`src/rtl/div_ctrl.sv`:
```
// Multi-cycle divider control: restoring shift-subtract, one quotient bit per cycle,
// signed (DIV) or unsigned (DIVU), result {remainder, quotient} held until start_i drops.
module div_ctrl #(
  parameter int WIDTH = 32
) (
  input  logic                 clk,
  input  logic                 rst,
  input  logic                 start_i,
  input  logic                 annul_i,
  input  logic                 signed_div_i,
  input  logic [WIDTH-1:0]     opdata1_i,
  input  logic [WIDTH-1:0]     opdata2_i,
  output logic [2*WIDTH-1:0]   result_o,
  output logic                 ready_o
);

  localparam int CW = (WIDTH > 1) ? $clog2(WIDTH) : 1;

  typedef enum logic [1:0] {S_IDLE, S_BYZERO, S_ON, S_END} state_t;

  state_t               state_q, state_d;
  logic [CW-1:0]        cnt_q, cnt_d;
  logic [2*WIDTH:0]     pr_q, pr_d;
  logic [WIDTH-1:0]     dvs_q, dvs_d;
  logic                 qsign_q, qsign_d;
  logic                 rsign_q, rsign_d;
  logic [2*WIDTH-1:0]   result_q, result_d;
  logic                 ready_q, ready_d;

  logic [WIDTH-1:0]     a_abs, b_abs, quo, rem;
  logic [WIDTH:0]       diff;

  always_comb begin
    state_d  = state_q;
    cnt_d    = cnt_q;
    pr_d     = pr_q;
    dvs_d    = dvs_q;
    qsign_d  = qsign_q;
    rsign_d  = rsign_q;
    result_d = result_q;
    ready_d  = ready_q;
    quo      = '0;
    rem      = '0;

    a_abs = (signed_div_i && opdata1_i[WIDTH-1]) ? -opdata1_i : opdata1_i;
    b_abs = (signed_div_i && opdata2_i[WIDTH-1]) ? -opdata2_i : opdata2_i;
    // pr_q holds the partial remainder pre-shifted by one, so the trial uses the top WIDTH+1 bits directly
    diff  = pr_q[2*WIDTH:WIDTH] - {1'b0, dvs_q};

    case (state_q)
      S_IDLE: begin
        result_d = '0;
        ready_d  = 1'b0;
        if (start_i && !annul_i) begin
          pr_d    = {{WIDTH{1'b0}}, a_abs, 1'b0};
          dvs_d   = b_abs;
          qsign_d = signed_div_i & (opdata1_i[WIDTH-1] ^ opdata2_i[WIDTH-1]);
          rsign_d = signed_div_i & opdata1_i[WIDTH-1];
          cnt_d   = '0;
          state_d = (opdata2_i == '0) ? S_BYZERO : S_ON;
        end
      end
      S_BYZERO: begin
        result_d = '0;
        ready_d  = 1'b1;
        state_d  = S_END;
      end
      S_ON: begin
        if (diff[WIDTH]) pr_d = {pr_q[2*WIDTH-1:0], 1'b0};
        else             pr_d = {diff[WIDTH-1:0], pr_q[WIDTH-1:0], 1'b1};
        cnt_d = cnt_q + 1'b1;
        quo   = pr_d[WIDTH-1:0];
        rem   = pr_d[2*WIDTH:WIDTH+1];
        if (cnt_q == CW'(WIDTH-1)) begin
          result_d = {(rsign_q ? -rem : rem), (qsign_q ? -quo : quo)};
          ready_d  = 1'b1;
          state_d  = S_END;
        end
      end
      S_END: begin
        if (!start_i) begin
          result_d = '0;
          ready_d  = 1'b0;
          state_d  = S_IDLE;
        end
      end
      default: state_d = S_IDLE;
    endcase

    // A flush beats both a held start and a completing step
    if (annul_i && state_q != S_IDLE) begin
      result_d = '0;
      ready_d  = 1'b0;
      state_d  = S_IDLE;
    end
  end

  always_ff @(posedge clk) begin
    if (rst) begin
      state_q  <= S_IDLE;
      cnt_q    <= '0;
      pr_q     <= '0;
      dvs_q    <= '0;
      qsign_q  <= 1'b0;
      rsign_q  <= 1'b0;
      result_q <= '0;
      ready_q  <= 1'b0;
    end else begin
      state_q  <= state_d;
      cnt_q    <= cnt_d;
      pr_q     <= pr_d;
      dvs_q    <= dvs_d;
      qsign_q  <= qsign_d;
      rsign_q  <= rsign_d;
      result_q <= result_d;
      ready_q  <= ready_d;
    end
  end

  assign result_o = result_q;
  assign ready_o  = ready_q;

endmodule

```
`config.mk`:
```
export PLATFORM = sky130hd
export DESIGN_NAME = div_ctrl
export DESIGN_NICKNAME = d
export VERILOG_FILES = /design/src/rtl/div_ctrl.sv
export SDC_FILE = /design/constraint.sdc
export NUM_CORES = 1
export LEC_CHECK = 0
export ABC_AREA = 1
export BUFFER_PORTS_ARGS = -buffer_cell sky130_fd_sc_hd__clkbuf_2
export CAP_MARGIN = 5
export CORE_ASPECT_RATIO = 0.7
export CORE_MARGIN = 3
export CORE_UTILIZATION = 46
export CTS_BUF_LIST = sky130_fd_sc_hd__clkbuf_8
export DETAILED_ROUTE_END_ITERATION = 8
export PLACE_DENSITY = 0.68
export SETUP_SLACK_MARGIN = 0.3
export SLEW_MARGIN = 10
export SYNTH_ARGS = -nofsm -noshare
export SYNTH_HDL_FRONTEND = slang
export SYNTH_SLANG_ARGS = --single-unit
```
`constraint.sdc`:
```
create_clock -name clk -period 10.9 [get_ports clk]
set_input_delay 0.545 -clock clk [delete_from_list [all_inputs] [get_ports clk]]
set_output_delay 0.545 -clock clk [all_outputs]
set_load 0.005 [all_outputs]
```
Word level (Yosys, flattened, before mapping) --
Index checks and enable logic that the tools add are counted.
Operators by class: add/sub/neg operators 6, eq/ne operators 7, muxes and demuxes 21, bitwise operators 3, reductions and logical operators 15
Operator list (count):
- two-way mux 65 bit | 3
- case mux 64 bit (3 select lines) | 1
- case mux 65 bit (2 select lines) | 1
- two-way mux 32 bit | 4
- two-way mux 64 bit | 2
- negator 32 bit | 4
- subtractor 33 x 32 -> 33 bit | 1
- zero test 32 bit | 1
- case mux 5 bit (2 select lines) | 1
- two-way mux 2 bit | 4
- case mux 2 bit (4 select lines) | 1
- != test 2 bit, second input constant | 3
- AND reduction 2 bit | 3
- adder 5 x 1 -> 5 bit, second input constant | 1
- == test 5 bit, second input constant | 1
- two-way mux 5 bit | 1
- == test 2 bit, second input constant | 2
- logical AND 1 bit | 4
- case mux 1 bit (4 select lines) | 1
- nonzero test 2 bit | 2
- OR reduction 2 bit | 2
- AND reduction 3 bit | 1
- AND 1 bit | 2
- == test 2 x 1 -> 1 bit, second input constant | 1
- 4 further kinds | 5
Word-level totals: register bits after elaboration 171, bits of input ports 69, word-level logic and storage cells 60

Depth between registers and ports, before layout --
Gate-level depths: netlist of the first run.
word-level depth 7, depth in mapped cells 29, mapped depth without buffers 28

Worst setup path before layout of the first run --
OpenSTA, ideal clock, no wires.
kind register to register, from register pr_q[32], to register result_q[30], in the netlist result_o[30], setup time 70 ps, data arrival time 3702 ps, data required time 10830 ps, path slack 7128 ps, cell stages (with the launch flop) 29, path buffers 1, period minus slack after synthesis 3772 ps, cells stage by stage dfxtp_1 -> inv_1 -> ha_1 -> inv_1 -> fa_1 -> nand2_1 -> nand2_1 -> nand3_1 -> nand2_2 -> nand2_1 -> nand2_2 -> nand2_4 -> nand3_4 -> nand2_4 -> buf_4 -> ha_1 -> nand2_1 -> nor3_1 -> nand3_1 -> nor3_2 -> nand3_1 -> o21ai_1 -> o21ai_1 -> nor2_1 -> o21ai_0 -> a21oi_1 -> or2_1 -> nand3_1 -> a21oi_1
Between the ends: cells in the longest elaborated chain, start to end 7
RTL lines:
- from (decl) | RTL line 23 | logic [2*WIDTH:0] pr_q, pr_d;
- from (signal assigned) | RTL line 111 | pr_q <= pr_d;
- subtractor 33 x 32 -> 33 bit | RTL line 48 | diff = pr_q[2*WIDTH:WIDTH] - {1'b0, dvs_q};
- two-way mux 65 bit | RTL line 69 | if (diff[WIDTH]) pr_d = {pr_q[2*WIDTH-1:0], 1'b0};
- two-way mux 65 bit | RTL line 50 | case (state_q)
- negator 32 bit | RTL line 75 | result_d = {(rsign_q ? -rem : rem), (qsign_q ? -quo : quo)};
- two-way mux 32 bit | RTL line 75
- two-way mux 64 bit | RTL line 74 | if (cnt_q == CW'(WIDTH-1)) begin
- case mux 64 bit (3 select lines) | RTL line 50
- to (signal assigned) | RTL line 115 | result_q <= result_d;
- to (decl) | RTL line 27 | logic [2*WIDTH-1:0] result_q, result_d;
No other way between the ends. The select of a mux whose other input is x is not followed. A chain may end at the register's enable or synchronous reset.

Worst setup path in the final report of the first run --
Same ends and word-level chain as after synthesis.

==> results of run 1 <==
[stage by stage]
step	cell area [sq um]	std cells	util [%]	power, uW	worst slack (ps)
global route	14000	2557	51.9	2930	5800
finish	14000	2557	51.9	2710	6330
CTS	14000	2557	51.9	2690	6410
detailed placement	13600	2525	50.3	2190	6460
floorplan	12800	2097	-	1810	7130
global placement	13600	2525	50.3	2180	6610
[power breakdown]
part / switching [uW] / internal (uW)
Sequential: 117 / 711
Clock: 265 / 238
Combinational: 972 / 409
Total: 1350 / 1360
[cell families after synthesis]
logic type / Yosys count / share of synthesized area, %
AOI/OAI and AO/OA: 402 / 17.4
DFF: 171 / 26.8
buffers and inverters: 343 / 10.8
and+or+nand+nor: 1067 / 35.8
adders and majority gates: 43 / 4.28
xor gates and xnor gates: 71 / 4.87
[routing by layer]
layer	vias to the layer above	global-route usage [%]	routed length, microns
met1	5991	46.6	21700
met4	0	4.23	301
li1	6912	-	-
met3	17	7.49	4820
met2	538	31.5	14100
met5	-	0	0
[synthesized netlist by cell type, types with 6 or more instances]
cell type  count
nand3_1      115
nor2_2         9
o221ai_1       9
xor2_1        44
nor4_1         9
nand3_2        6
a21oi_1      223
nand3b_1      12
o21ai_0      111
nor2_1       185
a21oi_2        7
nand2_4        7
xnor2_1       27
nand2_1      629
inv_1        258
nand2_2       40
nor3_1        25
o21bai_1       6
ha_1          42
clkbuf_1      61
dfxtp_1      171
nand4_1       16
o211ai_1      18
[flip-flops by register name (all words and copies together) (netlist names)]
signal	count
cnt_q	5
dvs_q	32
pr_q	65
qsign_q	1
ready_o	1
result_o	64
rsign_q	1
state_q	2
[final cells by class]
cell class,count,area [sq um],area share (%)
clock inverter,14,183,1.30
multi-input combinational,1583,7990,57.0
timing repair buffer,142,733,5.23
inverter,265,995,7.09
tap,364,455,3.25
sequential,171,3420,24.4
clock buffer,18,248,1.77
[worst register-to-register path, stage by stage, from the launching register on]
cell and delay, ps:
dfxtp_1 320, inv_1 80, ha_1 150, inv_1 80
fa_1 410, nand2_1 80, nand2_1 80, nand3_1 110
nand2_2 80, nand2_1 80, nand2_2 80, nand2_4 120
nand3_4 130, nand2_4 360, ha_1 260, nand2_1 70
nor3_1 230, nand3_1 170, nor3_2 210, nand3_1 130
o21ai_1 250, o21ai_1 170, nor2_1 180, o21ai_0 150
a21oi_1 190, or2_1 120, nand3_1 60, a21oi_1 130
[worst max path at each step]
stage	endpoint	from	slack (ps)	cells past startpoint
floorplan	result_o[30]$_SDFFE_PP0P_	pr_q[32]$_SDFFE_PP0P_	7130	28
global placement	result_o[30]$_SDFFE_PP0P_	pr_q[32]$_SDFFE_PP0P_	6610	27
detailed placement	result_o[30]$_SDFFE_PP0P_	pr_q[32]$_SDFFE_PP0P_	6460	27
CTS	result_o[30]$_SDFFE_PP0P_	pr_q[32]$_SDFFE_PP0P_	6410	27
global route	result_o[30]$_SDFFE_PP0P_	pr_q[32]$_SDFFE_PP0P_	5800	27
finish	result_o[30]$_SDFFE_PP0P_	pr_q[32]$_SDFFE_PP0P_	6330	27
==> impl_results.md, run 1 <==
- IO Pins: approximately 130
- Clock-pin slew on the worst setup and hold paths: 100 ps
- Min Tclk post-route: 4570 ps
- R2R Path Start: pr_q[32]$_SDFFE_PP0P_
- Largest net degree at the start of global routing: 78
- Mapped Cells: ~2100
- Max capacitance violation total: 0
- Syn nets: about 2200
- Via count of the routed design: approximately 13000
- Layout cell share with drive strength beyond 1: approximately an eighth
- Gr usage total: between 20% and 30%
- Main synth FF type: dfxtp_1
- Slew Limit Fails: 0
- Antenna diodes: 0
- Routed len/inst: 16.0 microns
- CTS tree: built
- Remaining Overflow, GRT: 0
- Worst-skew pair later-pin latency: between 400 and 500 ps
- Num rows: 50
- Final nets: between 2000 and 2500
- Actual slew at the worst max-slew pin: ~1100 ps
- Setup TNS Final: 0 ps
- Drc violations: 0
- FF-to-FF path depth: 27
- Starting Density: ~47%
- ANT nets after route: 0
- Post-DP HPWL: between 30 and 40 mm
- Initial antenna violation count: 0
- Avg Vias per Cell: roughly 5.3
- WP data required: around 11000 ps
- Pwr dens: approximately 190 nW/um^2
- Total die area: a little under 30000 sq um
- Iter 0 DRT Violations: ~1300
- Ranking of synthesized cells by area: dfxtp_1 27%, nand2_1 19%, a21oi_1 8.7%, inv_1 7.6%, nor2_1 5.4%
- Total wire length: slightly above 40 mm
- Setup repair bufs after CTS: 0
- Clock tree buffer depth: 2
- Via count of the first global-routing pass: roughly 12000
- CTS root buf: clkbuf_8
- Placeable Area: around 27000 sq um
- Worst r2r dst: result_o[30]$_SDFFE_PP0P_
- Crit path arrival time: roughly 5000 ps
- Final setup viols: 0
- Leak: between 0.006 and 0.007 uW
- Startpoint types: register
- CP top delay family: simple AND/OR/NAND/NOR gates
- Yosys reg bits: between 150 and 200
- Post-synth EDFFs: 0
- Post-synthesis cell area: about 13000 sq um
- Cell taking the most area after synthesis: dfxtp_1
- Global-route wire length before repair: 63.7 mm
- Hold-fix buffers, CTS: 0
- Final hold vios: 0
- Clk sinks: around 170
- WHS: 351 ps
- Num CTS Buffers: 17
- Final Skew: 19.5 ps
- Post-CTS Resized: 0
- Most frequent cells in the layout: 629 x nand2_1, 256 x inv_1, 222 x a21oi_1, 184 x nor2_1, 171 x dfxtp_1
- Worst vdd ir: 0.000122 V
- Max Clk Rate: ~0.22 GHz
- Yosys top cell area share: a little over a quarter
- Hold WC Path Type: in -> reg
- Rel. slew slack: 25.5%
- 1st-pass router iterations: 5
- RSZ-0062 raised after global routing: false
- Mean post-synth cell area: around 6.1 sq um
- Filler instances: ~2900
- RePlAce Congestion: about 0.96
- Hold Crit Endpoint: dvs_q[31]$_SDFFE_PP0P_
- Port Buffers: around 130
- Crit Path Max Fanout: 32
- Die Y: around 150 microns
- HP Start: opdata2_i[31]
- Hold depth: 3
- Area Overhead vs Synth: 9.96%
- Die X: 205 microns
- CP bufs+invs: 2
- Share of flip-flops with an asynchronous set or reset: 0%
- H-tree Lvls: 4
- Status: completed
- Period utilisation layout: a little over two fifths
- Critical path's slowest cell: fa_1
- Commonest non-fill, non-tap cell in the layout: nand2_1
- Distinct cells, synth: roughly 50
- Warnings, synthesis: 0
- Crit path kind: reg -> reg
- Crit path capture type: register
- Largest stage delay on the critical path: 410 ps
- Worst R2R Setup Slack: approximately 6300 ps
- Seq/Total Area, Yosys: between 20% and 30%
Note: power is estimated with default switching activity, not from simulation.
==> run 2, diff against run 1 <==
--- a/config.mk
+++ b/config.mk
@@ -13,7 +13,7 @@
 export CORE_UTILIZATION = 46
 export CTS_BUF_LIST = sky130_fd_sc_hd__clkbuf_8
 export DETAILED_ROUTE_END_ITERATION = 8
-export PLACE_DENSITY = 0.68
+export PLACE_DENSITY = 0.7
 export SETUP_SLACK_MARGIN = 0.3
 export SLEW_MARGIN = 10
 export SYNTH_ARGS = -nofsm -noshare
==> constraint.sdc (replaced) <==
create_clock -name clk -period 4.1 [get_ports clk]
set_input_delay 0.205 -clock clk [delete_from_list [all_inputs] [get_ports clk]]
set_output_delay 0.205 -clock clk [all_outputs]
set_load 0.005 [all_outputs]
==> run 2 against run 1 <==
Against the previous run:
- clock skew is 6.0 ps higher
- utilization is 1.7 points higher
- sequential power grew to 2.7 times the previous value
- critical path type unchanged
- register-to-register slack worse by 5800 ps
- final area is 3.3% higher
==> impl_results.md, run 2 (synthesized netlist as in run 1, its figures left out) <==
- CP top delay family: simple AND/OR/NAND/NOR gates
- Num rows: 50
- Antenna diodes: 0
- Area Overhead vs Synth: 13.6%
- Sw Ratio: 50.8%
- Max capacitance violation total: 0
- Filler instances: about 2800
- Crit path capture type: register
- Remaining Overflow, GRT: 0
- Worst r2r dst: result_o[30]$_SDFFE_PP0P_
- Min Tclk post-route: roughly 3600 ps
- Pint: around 3600 uW
- Clock tree buffer depth: 2
- Worst-skew pair later-pin latency: roughly 500 ps
- Commonest non-fill, non-tap cell in the layout: nand2_1
- Largest net degree at the start of global routing: 76
- Critical path's slowest cell: fa_2
- Slew Limit Fails: 0
- Crit path arrival time: between 4000 and 5000 ps
- RSZ-0062 raised after global routing: false
- Via count of the routed design: about 14000
- Crit path kind: reg -> reg
- Clock power share: about 17%
- Port Buffers: 133
- RePlAce Congestion: 0.934
- Num CTS Buffers: 17
- IO Pins: ~130
- Clk sinks: 171
- CP dominant cell by count: nand2_2
- Placeable Area: roughly 27000 sq um
- CTS tree: built
- Final nets: between 2000 and 2500
- Worst vdd ir: ~0.00034 V
- CP bufs+invs: 2
- ANT nets after route: 0
- CTS root buf: clkbuf_8
- Post-DP HPWL: approximately 33 mm
- Hold WC Path Type: in -> reg
- Leak: around 0.0070 uW
- Status: completed
- Iter 0 DRT Violations: 1423
- Register share of total power: between 30% and 40%
- Total wire length: approximately 42 mm
- HP Start: opdata2_i[7]
- Startpoint types: register
- Actual slew at the worst max-slew pin: 882 ps
- Global-route wire length before repair: about 65 mm
- Max Clk Rate: approximately 0.28 GHz
- Most frequent cells in the layout: 624 x nand2_1, 254 x inv_1, 220 x a21oi_1, 181 x nor2_1, 166 x dfxtp_1
- Total die area: between 20000 and 30000 sq um
- Period utilisation layout: roughly nine tenths
- Routed len/inst: ~16 microns
- 1st-pass router iterations: 5
- WP data required: roughly 4500 ps
- Die X: between 200 and 250 microns
- Pwr dens: a little over 500 nW/um^2
- Drc violations: 0
- Final hold vios: 0
- Net Sw Power: roughly 3700 uW
- Layout cell share with drive strength beyond 1: 15.4%
- Final Skew: around 26 ps
- Hold Crit Endpoint: dvs_q[7]$_SDFFE_PP0P_
- Die Y: approximately 150 microns
- FF-to-FF path depth: 27
- WHS: 47.0 ps
- Via count of the first global-routing pass: between 10000 and 15000
- Final setup viols: 0
- Hold depth: 3
- Setup TNS Final: 0 ps
- Starting Density: 47.2%
- Rel. slew slack: roughly 41%
- Initial antenna violation count: 0
- Max reg flops: 65
- Largest stage delay on the critical path: between 300 and 400 ps
- H-tree Lvls: 4
- Worst R2R Setup Slack: between 400 and 500 ps
- Avg Vias per Cell: approximately 5.3
- Crit Path Max Fanout: 4
- Combinational Power Share: a little over half
- Top reg by flops: pr_q
- Gr usage total: between 20 and 30%
- Clock-pin slew on the worst setup and hold paths: 110 ps
- R2R Path Start: pr_q[32]$_SDFFE_PP0P_
run 2: changes by cell type in the layout (fill, tap and decap cells not counted), sizes merged:
cell / delta
bufinv: -3
dlygate4sd3: +1
clkinvlp: -1
inv: +3
buf: +27
clkinv: +1
run 2: per-layer routing:
layer  vias up  routed length, microns  global-route usage (%)
li1       6959                       -                       -
met1      6102                   22400                    47.1
met2       564                   15000                    33.7
met3        14                    4270                    6.48
met4         0                     283                    3.96
met5         -                       0                       0
run 2: what timing repair did:
action | CTS | global route
endpoints found under the setup margin | 2 | 23
hold buffers | 1 | 0
buffers inserted | 4 | 7
hold endpoints to repair | 1 | 0
pin swaps | 3 | 17
resized for setup | 5 | 53
run 2: how the worst max path moves through the flow:
stage / startpoint / end / slack [ps] / depth (start not counted)
after floorplan: pr_q[32]$_SDFFE_PP0P_ / result_o[30]$_SDFFE_PP0P_ / 330 / 28
after global placement: pr_q[32]$_SDFFE_PP0P_ / result_o[30]$_SDFFE_PP0P_ / 190 / 27
after detailed placement: pr_q[32]$_SDFFE_PP0P_ / result_o[30]$_SDFFE_PP0P_ / 50 / 27
after CTS: pr_q[32]$_SDFFE_PP0P_ / result_o[30]$_SDFFE_PP0P_ / 320 / 28
after global routing: pr_q[44]$_SDFFE_PP0P_ / result_o[30]$_SDFFE_PP0P_ / 210 / 25
final: pr_q[32]$_SDFFE_PP0P_ / result_o[30]$_SDFFE_PP0P_ / 490 / 27
run 2: area by class of cell:
type	count	area [sq um]	area share, %
well taps	364	455	3.14
clock inverters	14	145	1.00
clock buffers	18	248	1.71
inverters	265	995	6.86
multi-input cells	1583	8270	57.1
flip-flops and latches	171	3430	23.7
repair buffers	170	950	6.55
run 2: tightest hold or removal path: cells and delay by family:
kind / cells / cell delay (ps)
buf+inv: 1 / 110
compound gates: 1 / 110
xor+xnor: 1 / 80
run 2: metrics by stage:
step | instances | utilization, % | power [uW] | setup slack (ps) | cell area [sq um]
4_1_cts | 2578 | 52.4 | 7140 | 317 | 14200
3_3_place_gp | 2541 | 50.7 | 5850 | 191 | 13700
5_1_grt | 2585 | 53.6 | 7900 | 209 | 14500
6_report | 2585 | 53.6 | 7330 | 487 | 14500
3_5_place_dp | 2541 | 50.7 | 5870 | 49.5 | 13700
2_1_floorplan | 2097 | - | 4800 | 328 | 12800
run 2: power groups by stage:
stage | sequential [uW] | clock, uW | combinational (uW)
floorplan | 2090 | 0 | 2720
global placement | 2210 | 0 | 3630
detailed placement | 2220 | 0 | 3650
CTS | 2190 | 1240 | 3720
global route | 2240 | 1310 | 4350
finish | 2210 | 1220 | 3900
==> run 3, diff against run 2 <==
--- a/config.mk
+++ b/config.mk
@@ -10,10 +10,10 @@
 export CAP_MARGIN = 5
 export CORE_ASPECT_RATIO = 0.7
 export CORE_MARGIN = 3
-export CORE_UTILIZATION = 46
+export CORE_UTILIZATION = 29
 export CTS_BUF_LIST = sky130_fd_sc_hd__clkbuf_8
 export DETAILED_ROUTE_END_ITERATION = 8
-export PLACE_DENSITY = 0.7
+export PLACE_DENSITY = 0.48
 export SETUP_SLACK_MARGIN = 0.3
 export SLEW_MARGIN = 10
 export SYNTH_ARGS = -nofsm -noshare
==> constraint.sdc (replaced) <==
create_clock -name clk -period 4.55 [get_ports clk]
set_input_delay 0.2275 -clock clk [delete_from_list [all_inputs] [get_ports clk]]
set_output_delay 0.2275 -clock clk [all_outputs]
set_load 0.005 [all_outputs]
==> run 3 against run 2 <==
Against the previous run:
- critical path depth grew 1
- maximum frequency down 8.0%
- non-clock buffer count shrank 14
- sequential share of layout area up 0.13 points
- critical path type unchanged
==> impl_results.md, run 3 (synthesized netlist as in run 1, its figures left out) <==
- Status: completed
- Top reg by flops: pr_q
- Final setup viols: 0
- Setup TNS Final: 0 ps
- Initial antenna violation count: 0
- CTS tree: built
- Total die area: roughly 47000 sq um
- Starting Density: between 20 and 30%
- Crit path kind: reg -> reg
- Largest stage delay on the critical path: between 300 and 400 ps
- Largest net degree at the start of global routing: 77
- Num rows: 63
- RePlAce Congestion: a little under 0.9
- Total wire length: between 40 and 50 mm
- Placeable Area: 42900 sq um
- Period utilisation layout: about 86%
- Gr usage total: approximately a fifth
- IO Pins: around 130
- Hold WC Path Type: in -> reg
- Antenna diodes: 0
- Net Sw Power: ~3400 uW
- Via count of the routed design: about 13000
- Register share of total power: just over 30%
- Pre-CTS WS: 342 ps
- Max capacitance violation total: 0
- Combinational Power Share: 53.5%
- Num CTS Buffers: 17
- Max Clk Rate: 0.255 GHz
- Clock-pin slew on the worst setup and hold paths: 100 ps
- Crit path capture type: register
- R2R Path Start: pr_q[32]$_SDFFE_PP0P_
- Leak: about 0.0069 uW
- Worst-skew pair later-pin latency: 510 ps
- Pint: between 3000 and 4000 uW
- Pwr dens: around 450 nW/um^2
- Iter 0 DRT Violations: about 1200
- Worst R2R Setup Slack: a little over 600 ps
- Placed cells: 2752
- Final nets: about 2300
- Avg Vias per Cell: around 4.7
- CTS root buf: clkbuf_8
- Clock tree buffer depth: 2
- Post-layout util: about a third
- Final Skew: 26.0 ps
- CP bufs+invs: 2
- WP data required: ~5000 ps
- Routed len/inst: between 15 and 20 microns
- Crit path launch: pr_q[32]$_SDFFE_PP0P_
- Startpoint types: register
- Die Y: 181 microns
- 1st-pass router iterations: 6
- Final setup margin: approximately 620 ps
- Filler instances: between 4000 and 5000
- H-tree Lvls: 4
- Worst vdd ir: a little over 0.0003 V
- RSZ-0062 raised after global routing: false
- Drc violations: 0
- Global-route wire length before repair: approximately 71 mm
- Clock power share: approximately 16%
- Clk sinks: ~170
- Final hold vios: 0
- Instance count on the critical path: 28
- Post-DP HPWL: around 36 mm
- Commonest non-fill, non-tap cell in the layout: nand2_1
- Fin cells: roughly 2800
- Most frequent cells in the layout: 628 x nand2_1, 255 x inv_1, 221 x a21oi_1, 183 x nor2_1, 171 x dfxtp_1
- Port Buffers: between 100 and 150
- Crit path arrival time: 4370 ps
- Min Tclk post-route: around 4000 ps
- Layout cell share with drive strength beyond 1: 13.3%
- Remaining Overflow, GRT: 0
- Critical path's slowest cell: dfxtp_1
- Die X: 257 microns
- Crit Path Max Fanout: 9
- Setup crit end: result_o[30]$_SDFFE_PP0P_
- Placed Area: ~14000 sq um
- ANT nets after route: 0
- Via count of the first global-routing pass: roughly 12000
- Slew Limit Fails: 0
- Post-route cell area: ~14000 sq um
- Max reg flops: between 60 and 70
- FF-to-FF path depth: 28
- Worst r2r dst: result_o[30]$_SDFFE_PP0P_
- Area Overhead vs Synth: 12.8%
- Sw Ratio: 51.4%
- Rel. slew slack: about 36%
- Actual slew at the worst max-slew pin: between 900 and 1000 ps
- CP top delay family: simple AND/OR/NAND/NOR gates
## run 3: cell types whose count changed in the layout (fill, tap and decap cells not counted), moves of 4 or more
cell and delta:
buf_4 -14, dfxtp_1 +5, dfxtp_2 -5, ha_1 +19, ha_2 -6, ha_4 -13
nand2_1 +4, nand2_2 -4
## run 3: worst min-delay path: stages
cell	delay, ps
clkbuf_2	110
a21oi_1	60
o21ai_0	70
nor2_1	40
## run 3: worst min-delay path by stage
stage / start / to / slack (ps) / cells after the start
2_1_floorplan: opdata2_i[31] / dvs_q[31]$_SDFFE_PP0P_ / 390 / 2
3_3_place_gp: cnt_q[4]$_SDFFE_PP0P_ / cnt_q[4]$_SDFFE_PP0P_ / 450 / 2
3_5_place_dp: result_o[29]$_SDFFE_PP0P_ / result_o[29]$_SDFFE_PP0P_ / 460 / 2
4_1_cts: rst / ready_o$_SDFFE_PP0P_ / 5 / 4
5_1_grt: rst / ready_o$_SDFFE_PP0P_ / 40 / 4
6_report: rst / ready_o$_SDFFE_PP0P_ / 40 / 4
## run 3: metal layers
metal	share of wire [%]	GRT usage [%]	vias to the layer above
li1	-	-	6928
met1	58	34.0	5939
met2	34	23.3	369
met3	6.6	3.62	17
met4	0.52	2.58	0
met5	0	0	-
## run 3: timing repair
item                                   in CTS  in global routing
buffers inserted                            0                  7
endpoints found under the hold margin       1                  0
hold buffers                                1                  0
gates resized for setup                     0                 16
setup endpoints to repair                   0                  5
## run 3: metrics by stage
stage	power, uW	hold slack (ps)
6_report	6530	44.1
3_3_place_gp	5380	453
2_1_floorplan	4330	387
3_5_place_dp	5390	456
4_1_cts	6460	5.10
5_1_grt	7080	35.9
## run 3: power by group through the flow
| stage | combinational (uW) | sequential [uW] | clock (uW) |
|---|---|---|---|
| after floorplan | 2450 | 1880 | 0 |
| after global placement | 3390 | 2000 | 0 |
| after detailed placement | 3390 | 2000 | 0 |
| after CTS | 3400 | 1970 | 1090 |
| after global routing | 3930 | 2010 | 1150 |
| final | 3490 | 1990 | 1050 |
## run 3: cell type report
| type | instances | area [sq um] | share of cell area [%] |
|---|---|---|---|
| inverter | 265 | 995 | 6.91 |
| clock buffer | 18 | 248 | 1.72 |
| multi-input combinational | 1583 | 8030 | 55.8 |
| timing repair buffer | 156 | 853 | 5.93 |
| tap | 585 | 732 | 5.09 |
| clock inverter | 13 | 108 | 0.748 |
| sequential | 171 | 3420 | 23.8 |
